`src/rtl/pipeline_ctrl_defs.sv`:
```
// Shared definitions for the pipeline stall/flush sequencer:
// FSM encodings, control bundle and NOP constants used by the pipeline registers.
package pipeline_ctrl_defs;

    typedef enum logic {
        ST_RUN     = 1'b0,
        ST_MC_BUSY = 1'b1
    } hz_state_t;

    // Canonical NOP (addi x0, x0, 0) loaded by a flushed pipeline register
    localparam logic [31:0] NOP_INSTR = 32'h0000_0013;
    localparam logic [4:0]  NOP_RD    = 5'd0;
    localparam logic        NOP_VALID = 1'b0;

    typedef struct packed {
        logic pc_stall;
        logic if_id_stall;
        logic id_ex_stall;
        logic ex_mem_stall;
        logic mem_wb_stall;
        logic if_id_flush;
        logic id_ex_flush;
        logic ex_mem_flush;
        logic mem_wb_flush;
    } hz_ctrl_t;

    function automatic logic reg_match(
        input logic       used,
        input logic [7:0] src,
        input logic [7:0] dst
    );
        return used && (src == dst);
    endfunction

endpackage

```
`src/rtl/mc_latency_counter.sv`:
```
// Down-counter tracking remaining EX occupancy of a multi-cycle op.
// Load has priority over decrement; neither asserted freezes the count.
module mc_latency_counter #(
    parameter int CNT_BITS = 8
) (
    input  logic                clk,
    input  logic                rst,
    input  logic                load,
    input  logic [CNT_BITS-1:0] load_val,
    input  logic                dec,
    output logic [CNT_BITS-1:0] cnt,
    output logic                zero
);

    always_ff @(posedge clk or posedge rst) begin
        if (rst) begin
            cnt <= '0;
        end else if (load) begin
            cnt <= load_val;
        end else if (dec) begin
            cnt <= cnt - 1'b1;
        end
    end

    assign zero = (cnt == '0);

endmodule

```
`src/rtl/pipeline_hazard_controller.sv`:
```
// Central stall/flush sequencer for the 5-stage pipeline.
// Optional HAZARD_PERF_CNT_EN adds stall_cycles / flush_events counters.
module pipeline_hazard_controller
    import pipeline_ctrl_defs::*;
#(
    parameter int REG_ADDR_BITS = 3,
    parameter int MC_LATENCY    = 4,
    parameter int CNT_BITS      = 8
) (
    input  logic                     clk,
    input  logic                     rst,
    input  logic [REG_ADDR_BITS-1:0] id_rs1,
    input  logic [REG_ADDR_BITS-1:0] id_rs2,
    input  logic                     id_rs1_used,
    input  logic                     id_rs2_used,
    input  logic [REG_ADDR_BITS-1:0] ex_rd,
    input  logic                     ex_mem_read,
    input  logic                     ex_branch_taken,
    input  logic                     ex_mc_start,
    input  logic                     mem_wait,
    output logic                     pc_stall,
    output logic                     if_id_stall,
    output logic                     id_ex_stall,
    output logic                     ex_mem_stall,
    output logic                     mem_wb_stall,
    output logic                     if_id_flush,
    output logic                     id_ex_flush,
    output logic                     ex_mem_flush,
    output logic                     mem_wb_flush,
`ifdef HAZARD_PERF_CNT_EN
    output logic [15:0]              stall_cycles,
    output logic [15:0]              flush_events,
`endif
    output logic                     mc_done
);

    localparam logic [CNT_BITS-1:0] MC_LOAD = CNT_BITS'(MC_LATENCY - 2);

    hz_state_t           state_q;
    hz_state_t           state_d;
    hz_ctrl_t            ctrl;
    logic                done_c;
    logic                br_honoured;
    logic                cnt_load;
    logic                cnt_dec;
    logic                cnt_zero;
    logic [CNT_BITS-1:0] mc_cnt;
    logic                load_use;
    logic                mc_hold;
    logic [7:0]          rs1_w;
    logic [7:0]          rs2_w;
    logic [7:0]          rd_w;

    assign rs1_w = 8'(id_rs1);
    assign rs2_w = 8'(id_rs2);
    assign rd_w  = 8'(ex_rd);

    assign load_use = ex_mem_read &&
                      (reg_match(id_rs1_used, rs1_w, rd_w) ||
                       reg_match(id_rs2_used, rs2_w, rd_w));

    assign mc_hold = ((state_q == ST_RUN) && ex_mc_start) ||
                     ((state_q == ST_MC_BUSY) && !cnt_zero);

    mc_latency_counter #(
        .CNT_BITS (CNT_BITS)
    ) u_cnt (
        .clk      (clk),
        .rst      (rst),
        .load     (cnt_load),
        .load_val (MC_LOAD),
        .dec      (cnt_dec),
        .cnt      (mc_cnt),
        .zero     (cnt_zero)
    );

    always_ff @(posedge clk or posedge rst) begin
        if (rst) begin
            state_q <= ST_RUN;
        end else begin
            state_q <= state_d;
        end
    end

    always_comb begin
        ctrl        = '0;
        done_c      = 1'b0;
        br_honoured = 1'b0;
        state_d     = state_q;
        cnt_load    = 1'b0;
        cnt_dec     = 1'b0;

        if (mem_wait) begin
            // whole front end and EX hold; MEM result is not ready, bubble WB
            ctrl.pc_stall     = 1'b1;
            ctrl.if_id_stall  = 1'b1;
            ctrl.id_ex_stall  = 1'b1;
            ctrl.ex_mem_stall = 1'b1;
            ctrl.mem_wb_flush = 1'b1;
        end else if ((state_q == ST_RUN) && ex_branch_taken) begin
            ctrl.if_id_flush = 1'b1;
            ctrl.id_ex_flush = 1'b1;
            br_honoured      = 1'b1;
        end else if (mc_hold) begin
            ctrl.pc_stall     = 1'b1;
            ctrl.if_id_stall  = 1'b1;
            ctrl.id_ex_stall  = 1'b1;
            ctrl.ex_mem_flush = 1'b1;
        end else if (load_use) begin
            ctrl.pc_stall    = 1'b1;
            ctrl.if_id_stall = 1'b1;
            ctrl.id_ex_flush = 1'b1;
        end

        if (!mem_wait) begin
            unique case (state_q)
                ST_RUN: begin
                    if (ex_mc_start) begin
                        state_d  = ST_MC_BUSY;
                        cnt_load = 1'b1;
                    end
                end
                ST_MC_BUSY: begin
                    if (cnt_zero) begin
                        done_c  = 1'b1;
                        state_d = ST_RUN;
                    end else begin
                        cnt_dec = 1'b1;
                    end
                end
                default: state_d = ST_RUN;
            endcase
        end
    end

    // All outputs read as zero for as long as reset is held
    assign pc_stall     = ctrl.pc_stall     & ~rst;
    assign if_id_stall  = ctrl.if_id_stall  & ~rst;
    assign id_ex_stall  = ctrl.id_ex_stall  & ~rst;
    assign ex_mem_stall = ctrl.ex_mem_stall & ~rst;
    assign mem_wb_stall = ctrl.mem_wb_stall & ~rst;
    assign if_id_flush  = ctrl.if_id_flush  & ~rst;
    assign id_ex_flush  = ctrl.id_ex_flush  & ~rst;
    assign ex_mem_flush = ctrl.ex_mem_flush & ~rst;
    assign mem_wb_flush = ctrl.mem_wb_flush & ~rst;
    assign mc_done      = done_c            & ~rst;

`ifdef HAZARD_PERF_CNT_EN
    always_ff @(posedge clk or posedge rst) begin
        if (rst) begin
            stall_cycles <= '0;
            flush_events <= '0;
        end else begin
            if (ctrl.pc_stall) begin
                stall_cycles <= stall_cycles + 16'd1;
            end
            if (br_honoured) begin
                flush_events <= flush_events + 16'd1;
            end
        end
    end
`else
    logic unused_br;
    assign unused_br = br_honoured;
`endif

endmodule
```
`config.mk`:
```
export PLATFORM = sky130hd
export DESIGN_NAME = pipeline_hazard_controller
export DESIGN_NICKNAME = d
export VERILOG_FILES = /design/src/rtl/pipeline_ctrl_defs.sv /design/src/rtl/mc_latency_counter.sv /design/src/rtl/pipeline_hazard_controller.sv
export SDC_FILE = /design/constraint.sdc
export NUM_CORES = 1
export LEC_CHECK = 0
export CELL_PAD_IN_SITES_DETAIL_PLACEMENT = 0
export CELL_PAD_IN_SITES_GLOBAL_PLACEMENT = 1
export CORE_UTILIZATION = 31
export CTS_CLUSTER_SIZE = 24
export DETAILED_ROUTE_END_ITERATION = 10
export PLACE_DENSITY_LB_ADDON = 0.1
export SYNTH_ARGS = -nofsm -noshare
export SYNTH_HDL_FRONTEND = slang
export SYNTH_HIERARCHICAL = 1
export SYNTH_SLANG_ARGS = --single-unit
```
`constraint.sdc`:
```
create_clock -name clk -period 3.29 [get_ports clk]
set_input_delay 0.987 -clock clk [delete_from_list [all_inputs] [get_ports clk]]
set_output_delay 0.987 -clock clk [all_outputs]
set_load 0.05 [all_outputs]
```
=== Word level (Yosys, flattened, before mapping) ===
Cells that the tools add are included.

* Register bits: 9
* Output and inout bits: 10

* Equal/unequal tests: 2
* Add/subtract/negate cells: 1
* Muxes and demuxes: 24
* Bitwise logic cells: 10
* Reductions and logical operators: 11

{| class="wikitable"
|+ Operator list
! kind !! number
|-
| $mux W1 || 16
|-
| $mux W8 || 2
|-
| $mux W3 || 3
|-
| $and A1 B1 Y1 || 8
|-
| $logic_not A8 Y1 || 1
|-
| $sub A8 B1 Y8 const B || 1
|-
| $eq A3 B3 Y1 || 2
|-
| $logic_and A1 B1 Y1 || 6
|-
| $mux W2 || 2
|-
| $logic_or A1 B1 Y1 || 2
|-
| $not A1 Y1 || 2
|-
| $pmux W1 S2 || 1
|-
| $reduce_bool A2 Y1 || 1
|-
| $logic_not A1 Y1 || 1
|}

=== Logic depth before layout (Yosys ltp) ===
Gate-level depths: netlist of run 1.

* Depth after elaboration: 9
* Mapped depth: 7
* Mapped depth without buffers: 7

=== Hierarchy ===
The synthesis of run 1 kept the hierarchy.

{| class="wikitable"
|+ By module, submodules not included
! module !! cells an instance !! times used !! area an instance (um2)
|-
| mc_latency_counter || 55 || 1 || 486.7
|-
| pipeline_hazard_controller || 34 || 1 || 252.7
|}

=== Worst setup path before layout of run 1 ===
OpenSTA, ideal clock, no wires.

* Path kind: input to output
* Start point: input ex_rd[1]
* End point: output pc_stall
* Slack: -0.252 ns
* Data arrival time: 2.555 ns
* Stages: 5
* Data required time: 2.303 ns
* Buffers on the path: 1
* Cells stage by stage: xnor2_1 and4_1 o21ai_2 o22ai_1 buf_4

* Cells in the longest elaborated chain, start to end: 9
* Elaborated cells between the ends (all ways): 11

{| class="wikitable"
|+ RTL lines
! what !! RTL line !! source
|-
| from (decl) || pipeline_hazard_controller.sv:16 || <nowiki>input logic [REG_ADDR_BITS-1:0] ex_rd,</nowiki>
|-
| $eq A3 B3 Y1 || pipeline_ctrl_defs.sv:32 || <nowiki>return used && (src == dst);</nowiki>
|-
| $logic_and A1 B1 Y1 || pipeline_ctrl_defs.sv:32 ||
|-
| $logic_or A1 B1 Y1 * || pipeline_hazard_controller.sv:59 || <nowiki>(reg_match(id_rs1_used, rs1_w, rd_w) ||</nowiki>
|-
| $logic_and A1 B1 Y1 * || pipeline_hazard_controller.sv:58 || <nowiki>assign load_use = ex_mem_read &&</nowiki>
|-
| $mux W2 * || pipeline_hazard_controller.sv:109 || <nowiki>end else if (load_use) begin</nowiki>
|-
| $mux W2 * || pipeline_hazard_controller.sv:104 || <nowiki>end else if (mc_hold) begin</nowiki>
|-
| $mux W3 * || pipeline_hazard_controller.sv:100 || <nowiki>end else if ((state_q == ST_RUN) && ex_branch_taken) begin</nowiki>
|-
| $mux W3 * || pipeline_hazard_controller.sv:93 || <nowiki>if (mem_wait) begin</nowiki>
|-
| $and A1 B1 Y1 * || pipeline_hazard_controller.sv:137 || <nowiki>assign pc_stall = ctrl.pc_stall & ~rst;</nowiki>
|-
| to (decl) || pipeline_hazard_controller.sv:21 || <nowiki>output logic pc_stall,</nowiki>
|}

Every way passes the cells marked *; elsewhere a longest branch is shown, timed or not.

=== Worst setup path after layout of run 1 ===
* Start point: input id_rs1[1]
* End point: output id_ex_flush

* Cells in the longest elaborated chain, start to end: 9

{| class="wikitable"
|+ RTL lines
! what !! RTL line !! source
|-
| from (decl) || pipeline_hazard_controller.sv:12 || <nowiki>input logic [REG_ADDR_BITS-1:0] id_rs1,</nowiki>
|-
| $eq A3 B3 Y1 || pipeline_ctrl_defs.sv:32 ||
|-
| $logic_and A1 B1 Y1 || pipeline_ctrl_defs.sv:32 ||
|-
| $logic_or A1 B1 Y1 || pipeline_hazard_controller.sv:59 ||
|-
| $logic_and A1 B1 Y1 || pipeline_hazard_controller.sv:58 ||
|-
| $mux W1 || pipeline_hazard_controller.sv:109 ||
|-
| $mux W1 || pipeline_hazard_controller.sv:104 ||
|-
| $mux W1 || pipeline_hazard_controller.sv:100 ||
|-
| $mux W3 || pipeline_hazard_controller.sv:93 ||
|-
| $and A1 B1 Y1 || pipeline_hazard_controller.sv:143 || <nowiki>assign id_ex_flush = ctrl.id_ex_flush & ~rst;</nowiki>
|-
| to (decl) || pipeline_hazard_controller.sv:27 || <nowiki>output logic id_ex_flush,</nowiki>
|}

Every way passes these cells.

==> results of run 1 <==
## power by group
group          total (mW)  internal, mW  leakage [nW]  switching (mW)
Clock              0.0908        0.0450        0.0177          0.0457
Sequential          0.231         0.165         0.106          0.0657
Combinational       0.371         0.193         0.446           0.179
## timing repair
| action | CTS | global route |
|---|---|---|
| setup endpoints to repair | 3 | 3 |
| pin swaps | 11 | 9 |
| hold buffers | 0 | 0 |
| gates resized for setup | 25 | 11 |
| setup buffers | 1 | 0 |
## through the flow
stage	setup WS, ns	utilization	TNS (ns)	power (mW)
5_1_grt	-0.01248	0.5821	-0.01248	0.7521
3_3_place_gp	-0.1601	0.5412	-0.2539	0.5736
2_1_floorplan	0.001253	-	0	0.4427
6_report	0.04576	0.5821	0	0.6929
3_5_place_dp	-0.2771	0.5412	-0.5824	0.5803
4_1_cts	0.002669	0.5720	0	0.6861
## how the worst max path moves through the flow
stage                        to  slack [ns]  cells after the start
floorplan           if_id_flush       0.001                      2
global placement    id_ex_flush       -0.16                      6
detailed placement  id_ex_flush       -0.28                      6
CTS                 id_ex_flush       0.003                      6
global route        id_ex_flush       -0.01                      6
finish              id_ex_flush        0.05                      6
## tightest hold or removal path, delay by kind of cell, from the launching register on
family / cells / cell delay, ns
flip-flops: 1 / 0.34
AND/OR/NAND/NOR: 2 / 0.19
## cells by family (layout without fill, tap and decap cells)
logic type | after synthesis | after routing | synth area share
AOI/OAI and AO/OA | 14 | 14 | 0.1371
DFF | 9 | 9 | 0.3046
and+or+nand+nor | 39 | 39 | 0.3063
muxes | 1 | 1 | 0.01354
xor gates and xnor gates | 10 | 10 | 0.1185
buffers and inverters | 12 | 46 | 0.07614
adders and majority gates | 2 | 2 | 0.03384
other | 2 | 9 | 0.01016
## flip-flops by register name (all words and copies together), names as in the netlist
register,count
state_q,1
u_cnt/cnt,8
## cells in the mapped netlist
library cell,count,area share
nand2_1,11,0.056
dfrtp_1,9,0.30
xnor2_1,9,0.11
inv_1,6,0.030
o21ai_0,6,0.041
nand2b_1,4,0.034
nor2_1,4,0.020
nor3b_1,4,0.041
and4_1,3,0.036
buf_4,3,0.030
clkbuf_1,3,0.015
nor3_1,3,0.020
a311o_1,2,0.027
conb_1,2,0.010
ha_1,2,0.034
or4_1,2,0.020
a2111oi_2,1,0.020
a21o_1,1,0.010
a21oi_1,1,0.0068
a311oi_1,1,0.012
and2_1,1,0.0085
and4bb_2,1,0.017
mux2i_1,1,0.014
nand3_1,1,0.0068
nand3b_1,1,0.010
nand4_1,1,0.0085
nor2b_1,1,0.0085
nor4_1,1,0.0085
nor4b_1,1,0.012
o21ai_2,1,0.012
o22ai_1,1,0.0085
xor2_1,1,0.012
## final cells by class
cell class / instances / area (um^2)
fillers: 226 / 933.4
multi-input cells: 75 / 576.8
repair buffers: 36 / 412.9
flip-flops and latches: 9 / 225.2
well taps: 28 / 35.03
clock buffers: 3 / 22.52
inverters: 6 / 22.52
clock inverters: 1 / 5.005
## per-layer routing
metal	vias to the layer above	GRT usage
li1	380	-
met1	336	0.1875
met2	17	0.3489
met3	4	0.02976
met4	0	0.08333
met5	-	0
==> qor.txt, run 1 <==
Worst R2R Start -> u_cnt/cnt[0]
Worst Path Required -> 2.30 ns
DR WL met2 -> 1105 um
Total number of vias -> 737
CP peak stage delay -> 0.34 ns
CP top delay family -> buffers and inverters
Worst min path class -> flip-flop to flip-flop
CTS tree -> yes
Routed Antenna Nets -> 0
Routed vias/inst -> 4.665
Max Cap Violations -> 0
RSZ-0062 raised after global routing -> yes
Vias in the first global route -> 765
Cell count after synthesis -> 89
Final worst path period share -> 0.9861
Worst Setup End Kind -> output pin
Hold_sp -> u_cnt/cnt[6]
CP Cell Sequence -> dlygate4sd2_1, xnor2_1, and4_1, o21ai_2, a2111oi_4, clkbuf_16
Syn Area/Cell -> 8.309 um^2
Worst Tran Pin Value -> 0.5158 ns
Die height -> 50.84 um
Maximum vdd drop -> 0.0003206 V
Post-synthesis sequential area ratio -> 0.3046
Worst R2R Path Depth -> 7
All-layer global routing usage -> 0.1807
CP Data Arrival Time -> 2.26 ns
Layout Cells excl Fill -> 158
Clk sinks -> 9
Max Buffers Root-to-Sink -> 2
RR Endpoint -> u_cnt/cnt[5]
Design area -> 1300 um^2
CP startpoint -> id_rs1[1]
Crit start category -> primary input
CP max FO -> 2
Status -> finished, final reports clean
Starting Density -> 0.3311
Core footprint -> 2233 um^2
FF-to-FF setup slack -> 1.03 ns
Initial antenna violation count -> 0
Diodes inserted -> 0
Final wirelength -> 1999 um
WHS Path Cells -> 2
Final hold viol count -> 0
Crit Path Class -> primary input to output pin
Die Area -> 2585 um^2
Max Used Layer -> met4
Setup violators final -> 0
WHS Endpoint -> u_cnt/cnt[6]
Yosys reg bits -> 9
First-pass GRT wire length -> 3387 um
Total congestion overflow -> 0
GP Congestion -> 0.7128
H-tree Lvls -> 1
WP buf/inv -> 2
Total Nets Final -> 150
Post-synthesis cell area -> 739.5 um^2
Slowest cell on the critical path -> a2111oi_4
P&R area growth vs syn -> 75.80%
Synth cell types -> 32
Max Clk Rate -> 308.2 MHz
Clk slew on worst S/H paths -> 0.07 ns
Layout cell share with drive strength beyond 1 -> 0.3154
Most frequent cells in the layout -> 11 x nand2_1, 11 x buf_4, 9 x conb_1, 9 x dfrtp_1, 8 x buf_12
Met3 routed WL -> 70 um
IO Pins -> 27
Remaining DRCs -> 0
Slew Limit Fails -> 0
Yosys warns -> 6
Power density over the cells -> 533.0 nW/um^2
WL met1 -> 789 um
Leakage -> 0.5695 nW
FP Rows -> 17
Count of input and output buffers -> 25
Worst hold slack -> 0.5778 ns
Clock Tree Root -> clkbuf_4
Clock skew -> 0.002336 ns
Final min period -> 3.244 ns
Die X -> 50.84 um
Relative slew slack -> 0.6554
First DRT Iteration DRCs -> 7
Largest net degree at the start of global routing -> 13
Instance area at placement -> 1209 um^2
DR pass1 iterations -> 4
Post-DP HPWL -> 1561 um
Placed Instances -> 153
Clk_lat worst skew -> 0.27 ns
Num CTS Buffers -> 3
Wire per inst -> 12.65 um
Power figures use the tool's default switching activity.
==> inputs of run 2 (changes only) <==
- ABC_AREA: default -> 0
==> results of run 2 <==
The final DEF is identical to that of run 1; final timing and power are the same.
==> inputs of run 3 (changes only) <==
- HOLD_SLACK_MARGIN: default -> 0.15
==> results of run 3 <==
The final DEF is identical to that of run 1; final timing and power are the same.
